<file path="src/rtl/control_sequencer.sv">
// Micro-step sequencer for a small accumulator CPU: fetch in T0/T1, execute in T2..T4, optional HALT.
// Strobes are combinational in state/opcode/flags (zero latency); enable=0 stalls the step and blanks strobes.
module control_sequencer (
    input  logic       clk,
    input  logic       reset,
    input  logic       enable,
    input  logic [3:0] opcode,
    input  logic       carry_flag_register,
    input  logic       zero_flag_register,
    output logic       PC_out,
    output logic       PC_inc,
    output logic       PC_load,
    output logic       MAR_load,
    output logic       RAM_out,
    output logic       RAM_in,
    output logic       IR_load,
    output logic       IR_out,
    output logic       A_load,
    output logic       A_out,
    output logic       B_load,
    output logic       ALU_out,
    output logic       ALU_sub,
    output logic       FR_read,
    output logic       OUT_load,
    output logic       halted,
    output logic [2:0] step
);

    typedef enum logic [2:0] {
        T0   = 3'd0,
        T1   = 3'd1,
        T2   = 3'd2,
        T3   = 3'd3,
        T4   = 3'd4,
        HALT = 3'd5
    } state_t;

    localparam logic [3:0] OP_LDA = 4'h1;
    localparam logic [3:0] OP_ADD = 4'h2;
    localparam logic [3:0] OP_SUB = 4'h3;
    localparam logic [3:0] OP_STA = 4'h4;
    localparam logic [3:0] OP_LDI = 4'h5;
    localparam logic [3:0] OP_JMP = 4'h6;
    localparam logic [3:0] OP_JC  = 4'h7;
    localparam logic [3:0] OP_JZ  = 4'h8;
    localparam logic [3:0] OP_OUT = 4'hE;
    localparam logic [3:0] OP_HLT = 4'hF;

    state_t state;
    logic   known_op;
    logic   alu_op;
    logic   mem_op;
    logic   active;

    // Unlisted opcodes behave as NOP and end right after fetch.
    assign known_op = (opcode >= OP_LDA && opcode <= OP_JZ) || opcode == OP_OUT || opcode == OP_HLT;
    assign alu_op   = (opcode == OP_ADD) || (opcode == OP_SUB);
    assign mem_op   = (opcode == OP_LDA) || alu_op || (opcode == OP_STA);

    always_ff @(posedge clk) begin
        if (reset) begin
            state <= T0;
        end else if (state == HALT) begin
            state <= HALT;
        end else if (enable) begin
            case (state)
                T0:      state <= T1;
                T1:      state <= known_op ? T2 : T0;
                T2:      state <= (opcode == OP_HLT) ? HALT : (mem_op ? T3 : T0);
                T3:      state <= alu_op ? T4 : T0;
                default: state <= T0;
            endcase
        end
    end

    assign active = !reset && enable && (state != HALT);
    assign halted = (state == HALT) && !reset;
    assign step   = (state == HALT) ? 3'd0 : state;

    always_comb begin
        PC_out   = 1'b0;
        PC_inc   = 1'b0;
        PC_load  = 1'b0;
        MAR_load = 1'b0;
        RAM_out  = 1'b0;
        RAM_in   = 1'b0;
        IR_load  = 1'b0;
        IR_out   = 1'b0;
        A_load   = 1'b0;
        A_out    = 1'b0;
        B_load   = 1'b0;
        ALU_out  = 1'b0;
        ALU_sub  = 1'b0;
        FR_read  = 1'b0;
        OUT_load = 1'b0;
        if (active) begin
            case (state)
                T0: begin
                    PC_out   = 1'b1;
                    MAR_load = 1'b1;
                end
                T1: begin
                    RAM_out = 1'b1;
                    IR_load = 1'b1;
                    PC_inc  = 1'b1;
                end
                T2: begin
                    case (opcode)
                        OP_LDA, OP_ADD, OP_SUB, OP_STA: begin
                            IR_out   = 1'b1;
                            MAR_load = 1'b1;
                        end
                        OP_LDI: begin
                            IR_out = 1'b1;
                            A_load = 1'b1;
                        end
                        OP_JMP: begin
                            IR_out  = 1'b1;
                            PC_load = 1'b1;
                        end
                        // Flags are only looked at here, so changes elsewhere are harmless.
                        OP_JC: begin
                            IR_out  = carry_flag_register;
                            PC_load = carry_flag_register;
                        end
                        OP_JZ: begin
                            IR_out  = zero_flag_register;
                            PC_load = zero_flag_register;
                        end
                        OP_OUT: begin
                            A_out    = 1'b1;
                            OUT_load = 1'b1;
                        end
                        default: ;
                    endcase
                end
                T3: begin
                    case (opcode)
                        OP_LDA: begin
                            RAM_out = 1'b1;
                            A_load  = 1'b1;
                        end
                        OP_ADD, OP_SUB: begin
                            RAM_out = 1'b1;
                            B_load  = 1'b1;
                        end
                        OP_STA: begin
                            A_out  = 1'b1;
                            RAM_in = 1'b1;
                        end
                        default: ;
                    endcase
                end
                T4: begin
                    if (alu_op) begin
                        ALU_out = 1'b1;
                        A_load  = 1'b1;
                        FR_read = 1'b1;
                        ALU_sub = (opcode == OP_SUB);
                    end
                end
                default: ;
            endcase
        end
    end

endmodule
</file>
<file path="config.mk">
export PLATFORM = sky130hd
export DESIGN_NAME = control_sequencer
export DESIGN_NICKNAME = d
export VERILOG_FILES = /design/src/rtl/control_sequencer.sv
export SDC_FILE = /design/constraint.sdc
export NUM_CORES = 1
export LEC_CHECK = 0
export CAP_MARGIN = 20
export CORE_MARGIN = 3
export CORE_UTILIZATION = 44
export CTS_CLUSTER_DIAMETER = 30
export DETAILED_ROUTE_END_ITERATION = 6
export HOLD_SLACK_MARGIN = 0.06
export PLACE_DENSITY = 0.89
export SLEW_MARGIN = 20
export SYNTH_ARGS = -nofsm -noshare
export SYNTH_HDL_FRONTEND = slang
export SYNTH_SLANG_ARGS = --single-unit
</file>
<file path="constraint.sdc">
create_clock -name clk -period 3.05 [get_ports clk]
set_input_delay 0.915 -clock clk [delete_from_list [all_inputs] [get_ports clk]]
set_output_delay 0.915 -clock clk [all_outputs]
set_load 0.05 [all_outputs]
</file>
==> metrics.md, run 1 <==
| Metric | Value |
|---|---|
| Root Driver | `clkbuf_4` |
| Synth top area share | `0.0974` |
| # rows | `12` |
| Post-CTS setup buffers | `0` |
| Avg Inst Size Synth | `7.43 um^2` |
| Synth Net Count | `92` |
| DP Area | `1110 um^2` |
| Cell accounting for the most synthesized area | `dfxtp_1` |
| Run Error | `[ERROR DPL-0038] Utilization greater than 100%, impossible to legalize` |
| CTS HTree Levels | `1` |
| Async set or reset register ratio after synthesis | `0` |
| # resized after CTS | `23` |
| IO Count | `28` |
| Exit stage | `clock tree synthesis (4_1_cts)` |
| Initial Utilization | `0.514` |
| Cts bufs inserted | `3` |
| Post-Place Cells | `129` |
| Outcome | `aborted with a tool error` |
| Post-synthesis cell type count | `42` |
| Syn Inst Count | `83` |
| Seq cells post-synth | `3` |
| Sequential area share after synthesis | `0.0974` |
| Mapped Area | `617 um^2` |
| Post-DP HPWL | `1.79 mm` |
| Post-synth EDFFs | `0` |
| Commonest cells in the netlist | `a21oi_1 (6), nor2b_1 (6), buf_6 (5), nand2_1 (5), nor2_1 (5)` |
| Gpl congestion | `0.915` |
| Hold buffer count at cts | `0` |
| Port bufs | `27` |
| Yosys warnings | `0` |
| Die width | `43.4 um` |
| Top cells by area, synth | `dfxtp_1 (9.7%), buf_6 (9.1%), nor2b_1 (6.1%), a21oi_1 (4.9%), nor3b_1 (3.7%)` |
| Sink Count | `3` |
| Die height | `43.4 um` |
| Ys flop type | `dfxtp_1` |
| Max Buffers Root-to-Sink | `2` |
[kinds of logic after synthesis]
kind of cell    Yosys count  synth area share
buf+inv                  14             0.168
flops                     3            0.0974
simple gates             47             0.511
mux                       1            0.0162
compound gates           17             0.193
xor+xnor                  1            0.0142
[stage by stage]
step                setup slack [ns]  hold WS (ns)  TNS (ns)
floorplan                     0.0380         0.493         0
global placement              -0.226         0.542     -1.82
detailed placement            -0.280         0.606     -2.76
==> inputs of run 2 (changes only) <==
Settings changed: CORE_AREA set to 3 3 64 66, CORE_MARGIN 3 to not set, CORE_UTILIZATION 44 to not set, CTS_CLUSTER_DIAMETER 30 to not set, DIE_AREA set to 0 0 67 69, HOLD_SLACK_MARGIN 0.06 to not set, PLACE_DENSITY 0.89 to not set, PLACE_DENSITY_LB_ADDON set to 0.15.
==> run 2 against run 1 <==
Compared with the run above:
- the run now ends clean
- synthesized cell count unchanged
- area after synthesis unchanged
==> metrics.md, run 2 <==
| Metric | Value |
|---|---|
| Commonest cells in the netlist | `a21oi_1 (6), nor2b_1 (6), buf_6 (5), nand2_1 (5), nor2_1 (5)` |
| Unrepaired setup endpoints after global routing | `false` |
| Drt wl/cell | `12.2 um` |
| Final #Nets | `135` |
| Ys flop type | `dfxtp_1` |
| Vias in the first global route | `799` |
| Worst Hold Class | `reg2reg` |
| Post-Place Cells | `164` |
| CP Class | `in2out` |
| Worst EP arrival | `2.05 ns` |
| Commonest non-fill, non-tap cells in the layout | `buf_4 (18), buf_12 (16), dlygate4sd2_1 (6)` |
| Syn Inst Count | `83` |
| Fin Clk Skew | `0.00196 ns` |
| Async set or reset register ratio after synthesis | `0` |
| Sequential area share after synthesis | `0.0974` |
| Via/cell ratio | `4.42` |
| CP Cell Sequence | `dlygate4sd2_1, buf_6, o31a_1, nor3b_2, buf_12` |
| Root Driver | `clkbuf_8` |
| Post-DP HPWL | `1.62 mm` |
| Final setup viols | `0` |
| Largest net degree at the start of global routing | `17` |
| CP Max Fanout | `8` |
| Die width | `67 um` |
| Register bank with the most flops | `state` |
| Mapped Area | `617 um^2` |
| Core ar. | `3630 um^2` |
| Worst-Margin Slew | `0.495 ns` |
| Congestion Overflow GR | `0` |
| Cell area power density | `220 nW/um^2` |
| GRT Overall Usage | `0.102` |
| Max reg flops | `3` |
| Gpl congestion | `0.787` |
| Crit path launch | `opcode[3]` |
| Final slew viol count | `0` |
| Delay of the slowest critical-path stage | `0.33 ns` |
| Initial Utilization | `0.170` |
| Leakage dissipation | `0.539 nW` |
| Fin cells | `173` |
| Avg Inst Size Synth | `7.43 um^2` |
| Worst setup SP type | `primary input` |
| Reg2Reg Launch Point | `state[1]` |
| CTS HTree Levels | `1` |
| Die height | `69 um` |
| Post-route ant nets | `0` |
| DP Area | `1160 um^2` |
| DRC viols | `0` |
| # rows | `22` |
| Die area | `4620 um^2` |
| Final Instance Area | `1300 um^2` |
| Crit path max-delay cell type | `o31a_1` |
| Port bufs | `27` |
| Sink Count | `3` |
| Maxcap violations | `0` |
| Pre-Repair DR Iteration Count | `4` |
| Initial antenna violation count | `0` |
| Outcome | `finished clean` |
| Layout cells sized above 1 | `0.504` |
| Max-slew headroom | `0.669` |
| Layout area overhead | `111%` |
| Clock Latency Late Sink | `0.21 ns` |
| Reg clk slew, reported paths | `0.03 ns` |
| Commonest non-fill, non-tap cell in the layout | `buf_4` |
| Cts bufs inserted | `3` |
| Yosys warnings | `0` |
| Post-synth EDFFs | `0` |
| Ant diodes | `0` |
| Required time of the worst setup path | `2.13 ns` |
| IO Count | `28` |
| Top cells by area, synth | `dfxtp_1 (9.7%), buf_6 (9.1%), nor2b_1 (6.1%), a21oi_1 (4.9%), nor3b_1 (3.7%)` |
| Total Wirelength | `2.12 mm` |
| Cell accounting for the most synthesized area | `dfxtp_1` |
| CP Buf/Inv Count | `3` |
| Min Clock Period, post-route | `2.97 ns` |
| Final period util | `0.974` |
| Hold Fails Final Rpt | `0` |
| Synth top area share | `0.0974` |
| Global-route wire length before repair | `3.81 mm` |
| Seq cells post-synth | `3` |
| CTS tree | `built` |
| DR vias | `764` |
| Hold Crit Start | `state[2]` |
| Max Fclk | `337 MHz` |
| Worst vdd ir | `0.104 mV` |
| Synth Net Count | `92` |
| CP endpoint kind | `primary output` |
| Post-synthesis cell type count | `42` |
| 1st-iter DRT viols | `19` |
| Top Registers | `state: 3 flops` |
| CP top delay family | `buffers and inverters` |
| Max Buffers Root-to-Sink | `2` |
==> run 2: cell counts after synthesis <==
No cell type changed its count.
==> run 2: cell families (layout without fill, tap and decap cells) <==
logic type / after synthesis / after routing / share of synthesized area
simple gates: 47 / 47 / 0.511
compound gates: 17 / 17 / 0.193
flops: 3 / 3 / 0.0974
xor+xnor: 1 / 1 / 0.0142
buf+inv: 14 / 56 / 0.168
mux: 1 / 1 / 0.0162
==> run 2: layout make-up <==
| class | count | area (um^2) |
|---|---|---|
| fillers | 404 | 2330 |
| repair buffers | 49 | 603 |
| multi-input cells | 66 | 519 |
| flip-flops and latches | 3 | 60.1 |
| well taps | 48 | 60.1 |
| clock buffers | 4 | 45.0 |
| inverters | 3 | 11.3 |
==> run 2: worst reg2reg max path: cells and delay by family, from the launching register on <==
| family | cells | cell delay [ns] |
|---|---|---|
| flip-flops | 1 | 0.52 |
| AND/OR/NAND/NOR | 2 | 0.40 |
| AO/OA/AOI/OAI | 1 | 0.17 |
| buffers and inverters | 1 | 0.16 |
==> run 2: metal layers <==
metal / track usage / share of wire
met1: 0.141 / 0.48
met2: 0.158 / 0.47
met3: 0.0163 / 0.046
met4: 0.0338 / 0
met5: 0 / 0
==> run 2: stage by stage <==
step	power, W	worst slack (ns)	TNS [ns]	hold WS (ns)	utilization
3_5_place_dp	0.000163	-0.234	-2.13	0.560	0.321
3_3_place_gp	0.000162	-0.239	-2.25	0.550	0.321
2_1_floorplan	0.000116	0.0380	0	0.493	-
6_report	0.000286	0.0803	0	0.562	0.357
5_1_grt	0.000303	0.0107	0	0.622	0.357
4_1_cts	0.000287	0.0531	0	0.565	0.356
==> run 2: timing repair <==
item,in CTS,in global routing
gates resized for setup,20,2
hold endpoints to repair,0,0
setup buffers,5,0
hold buffers,0,0
setup endpoints to repair,15,3
pin swaps,5,0
==> run 2: path summary, 6_finish.rpt <==
kind | endpoint | slack, ns | cells past startpoint
min reg2reg | state[2] | 0.56 | 2
max reg2reg | state[1] | 1.72 | 4
max | RAM_out | 0.08 | 5
min | state[2] | 0.56 | 2
==> run 2: where the power goes <==
group	total, W	switching, W	internal, W
combinational	0.000128	0.0000668	0.0000613
sequential	0.0000441	0.00000264	0.0000415
clock	0.000113	0.0000244	0.0000890
total	0.000286	0.0000938	0.000192
No activity file was read; power rests on OpenSTA's default activity.
==> inputs of run 3 (changes only) <==
Settings changed: CORE_AREA 3 3 64 66 to 2 2 63 65, DIE_AREA 0 0 67 69 to 0 0 65 67, TNS_END_PERCENT set to 100.
==> run 3 against run 2 <==
Compared with the run above:
- fmax hardly changed
- first-iteration DRC count fell by 47%
- sequential power rose by 7.5%
- register-to-register slack worse by 0.20 ns
- clock-buffer cell count unchanged
- flip-flop and latch count unchanged
- global-route usage fell by 0.50 points
- critical path depth is 1 higher
- routed wire length shrank 5.3%
- critical endpoint is now ALU_sub
==> metrics.md, run 3 (same netlist as run 2, synthesis figures left out) <==
| Metric | Value |
|---|---|
| Max Buffers Root-to-Sink | `2` |
| Max-slew headroom | `0.669` |
| Final #Nets | `133` |
| Max Fclk | `337 MHz` |
| Total Wirelength | `2.00 mm` |
| Unrepaired setup endpoints after global routing | `false` |
| Reg clk slew, reported paths | `0.03 ns` |
| Worst hold path endpoint | `state[2]` |
| Layout Utilization | `0.354` |
| Outcome | `finished clean` |
| DRC viols | `0` |
| Hold Fails Final Rpt | `0` |
| Reg2Reg Launch Point | `state[1]` |
| Maxcap violations | `0` |
| GRT Overall Usage | `0.0971` |
| Crit path launch | `opcode[3]` |
| Delay of the slowest critical-path stage | `0.29 ns` |
| Clock Latency Late Sink | `0.22 ns` |
| Register bank with the most flops | `state` |
| Final slew viol count | `0` |
| Worst setup SP type | `primary input` |
| Core ar. | `3610 um^2` |
| Die height | `67 um` |
| Via/cell ratio | `4.22` |
| Die area | `4360 um^2` |
| Clk pwr share | `0.411` |
| Initial Utilization | `0.171` |
| IO Count | `28` |
| Gpl congestion | `0.776` |
| PnR Total Power | `0.000282 W` |
| Drt wl/cell | `11.7 um` |
| Combinational Power Share | `0.421` |
| CP Max Fanout | `6` |
| DR vias | `722` |
| CP Buf/Inv Count | `3` |
| # rows | `22` |
| Hold_ws | `0.569 ns` |
| Global-route wire length before repair | `3.31 mm` |
| CTS HTree Levels | `1` |
| Post-DP HPWL | `1.59 mm` |
| P_sw | `0.0000942 W` |
| Cts bufs inserted | `3` |
| Pre-Repair DR Iteration Count | `4` |
| Layout area overhead | `107%` |
| Fin Clk Skew | `0.00540 ns` |
| Worst vdd ir | `0.307 mV` |
| Die width | `65 um` |
| Congestion Overflow GR | `0` |
| Min Clock Period, post-route | `2.97 ns` |
| Hold Crit Start | `state[2]` |
| 1st-iter DRT viols | `10` |
| Sink Count | `3` |
| Cell Int Power | `0.000188 W` |
| Switching Share | `0.334` |
| Commonest non-fill, non-tap cells in the layout | `buf_4 (18), buf_12 (15), nor2b_1 (5), nand2_1 (5)` |
| Leakage dissipation | `0.519 nW` |
| Max reg flops | `3` |
| Worst EP arrival | `2.05 ns` |
| Flop2flop setup slack | `1.52 ns` |
| CP Cell Sequence | `dlygate4sd2_1, nor2_1, buf_4, and4_1, and2_2, buf_12` |
| Required time of the worst setup path | `2.13 ns` |
| CTS tree | `built` |
| Layout cells sized above 1 | `0.528` |
| Cell area power density | `221 nW/um^2` |
| R2R depth | `5` |
| Final period util | `0.973` |
| Vias in the first global route | `690` |
| CP endpoint kind | `primary output` |
| Largest net degree at the start of global routing | `13` |
| Reg power frac | `0.168` |
| Hold buffer count at cts | `0` |
| Port bufs | `27` |
| CP Class | `in2out` |
| Initial antenna violation count | `0` |
| Commonest non-fill, non-tap cell in the layout | `buf_4` |
| Hold Crit Depth | `2` |
| Crit path max-delay cell type | `dlygate4sd2_1` |
| Final setup viols | `0` |
| Worst-Margin Slew | `0.495 ns` |
| Top Registers | `state: 3 flops` |
| Ant diodes | `0` |
| Worst Hold Class | `reg2reg` |
| CP top delay family | `buffers and inverters` |
| Worst reg2reg endpoint | `state[1]` |
| Root Driver | `clkbuf_8` |
| Post-route ant nets | `0` |
run 3: cell types whose count changed in the layout (fill, tap and decap cells not counted), sizes merged:
cell / change
buf: -3
dlygate4sd2: -2
clkdlybuf4s15: -1
clkbuf: +4
run 3: area by class of cell:
class / count / area, um^2
Clock buffer: 4 / 45.0
Timing Repair Buffer: 47 / 573
Inverter: 3 / 11.3
Fill cell: 384 / 2330
Tap cell: 48 / 60.1
Multi-Input combinational cell: 66 / 527
Sequential cell: 3 / 60.1
run 3: worst max-delay path by stage:
stage / endpoint / slack, ns / cells after the start
2_1_floorplan: PC_load / 0.04 / 4
3_3_place_gp: RAM_out / -0.31 / 5
3_5_place_dp: RAM_out / -0.28 / 5
4_1_cts: IR_out / -0.002 / 5
5_1_grt: ALU_sub / 0.003 / 6
6_report: ALU_sub / 0.08 / 6
run 3: routing by layer:
metal / up-vias / share of wire / track usage
li1: 378 / - / -
met1: 327 / 0.45 / 0.120
met2: 17 / 0.50 / 0.174
met3: 0 / 0.044 / 0.0236
met4: 0 / 0 / 0.0106
met5: - / 0 / 0
run 3: stage by stage:
step | TNS [ns] | setup WS (ns) | instances | area [um^2]
after floorplan | 0 | 0.0380 | 83 | 639
after global placement | -2.63 | -0.315 | 165 | 1170
after detailed placement | -2.52 | -0.282 | 165 | 1170
after CTS | -0.00188 | -0.00188 | 170 | 1270
after global routing | 0 | 0.00288 | 171 | 1280
final | 0 | 0.0811 | 171 | 1280
run 3: power groups by stage:
stage | clock network (W) | logic, W | registers, W
floorplan | 0 | 0.0000731 | 0.0000425
global placement | 0 | 0.000116 | 0.0000477
detailed placement | 0 | 0.000116 | 0.0000476
CTS | 0.000119 | 0.000119 | 0.0000473
global route | 0.000125 | 0.000127 | 0.0000481
finish | 0.000116 | 0.000119 | 0.0000474
run 3: timing repair:
item / CTS / global route
setup endpoints to repair: 15 / 5
gates resized for setup: 20 / 7
setup buffers: 1 / 1
pin swaps: 3 / 2
run 3: tightest hold or removal path, delay by kind of cell, from the launching register on:
family	cells	cell delay, ns
flops	1	0.35
compound gates	2	0.17
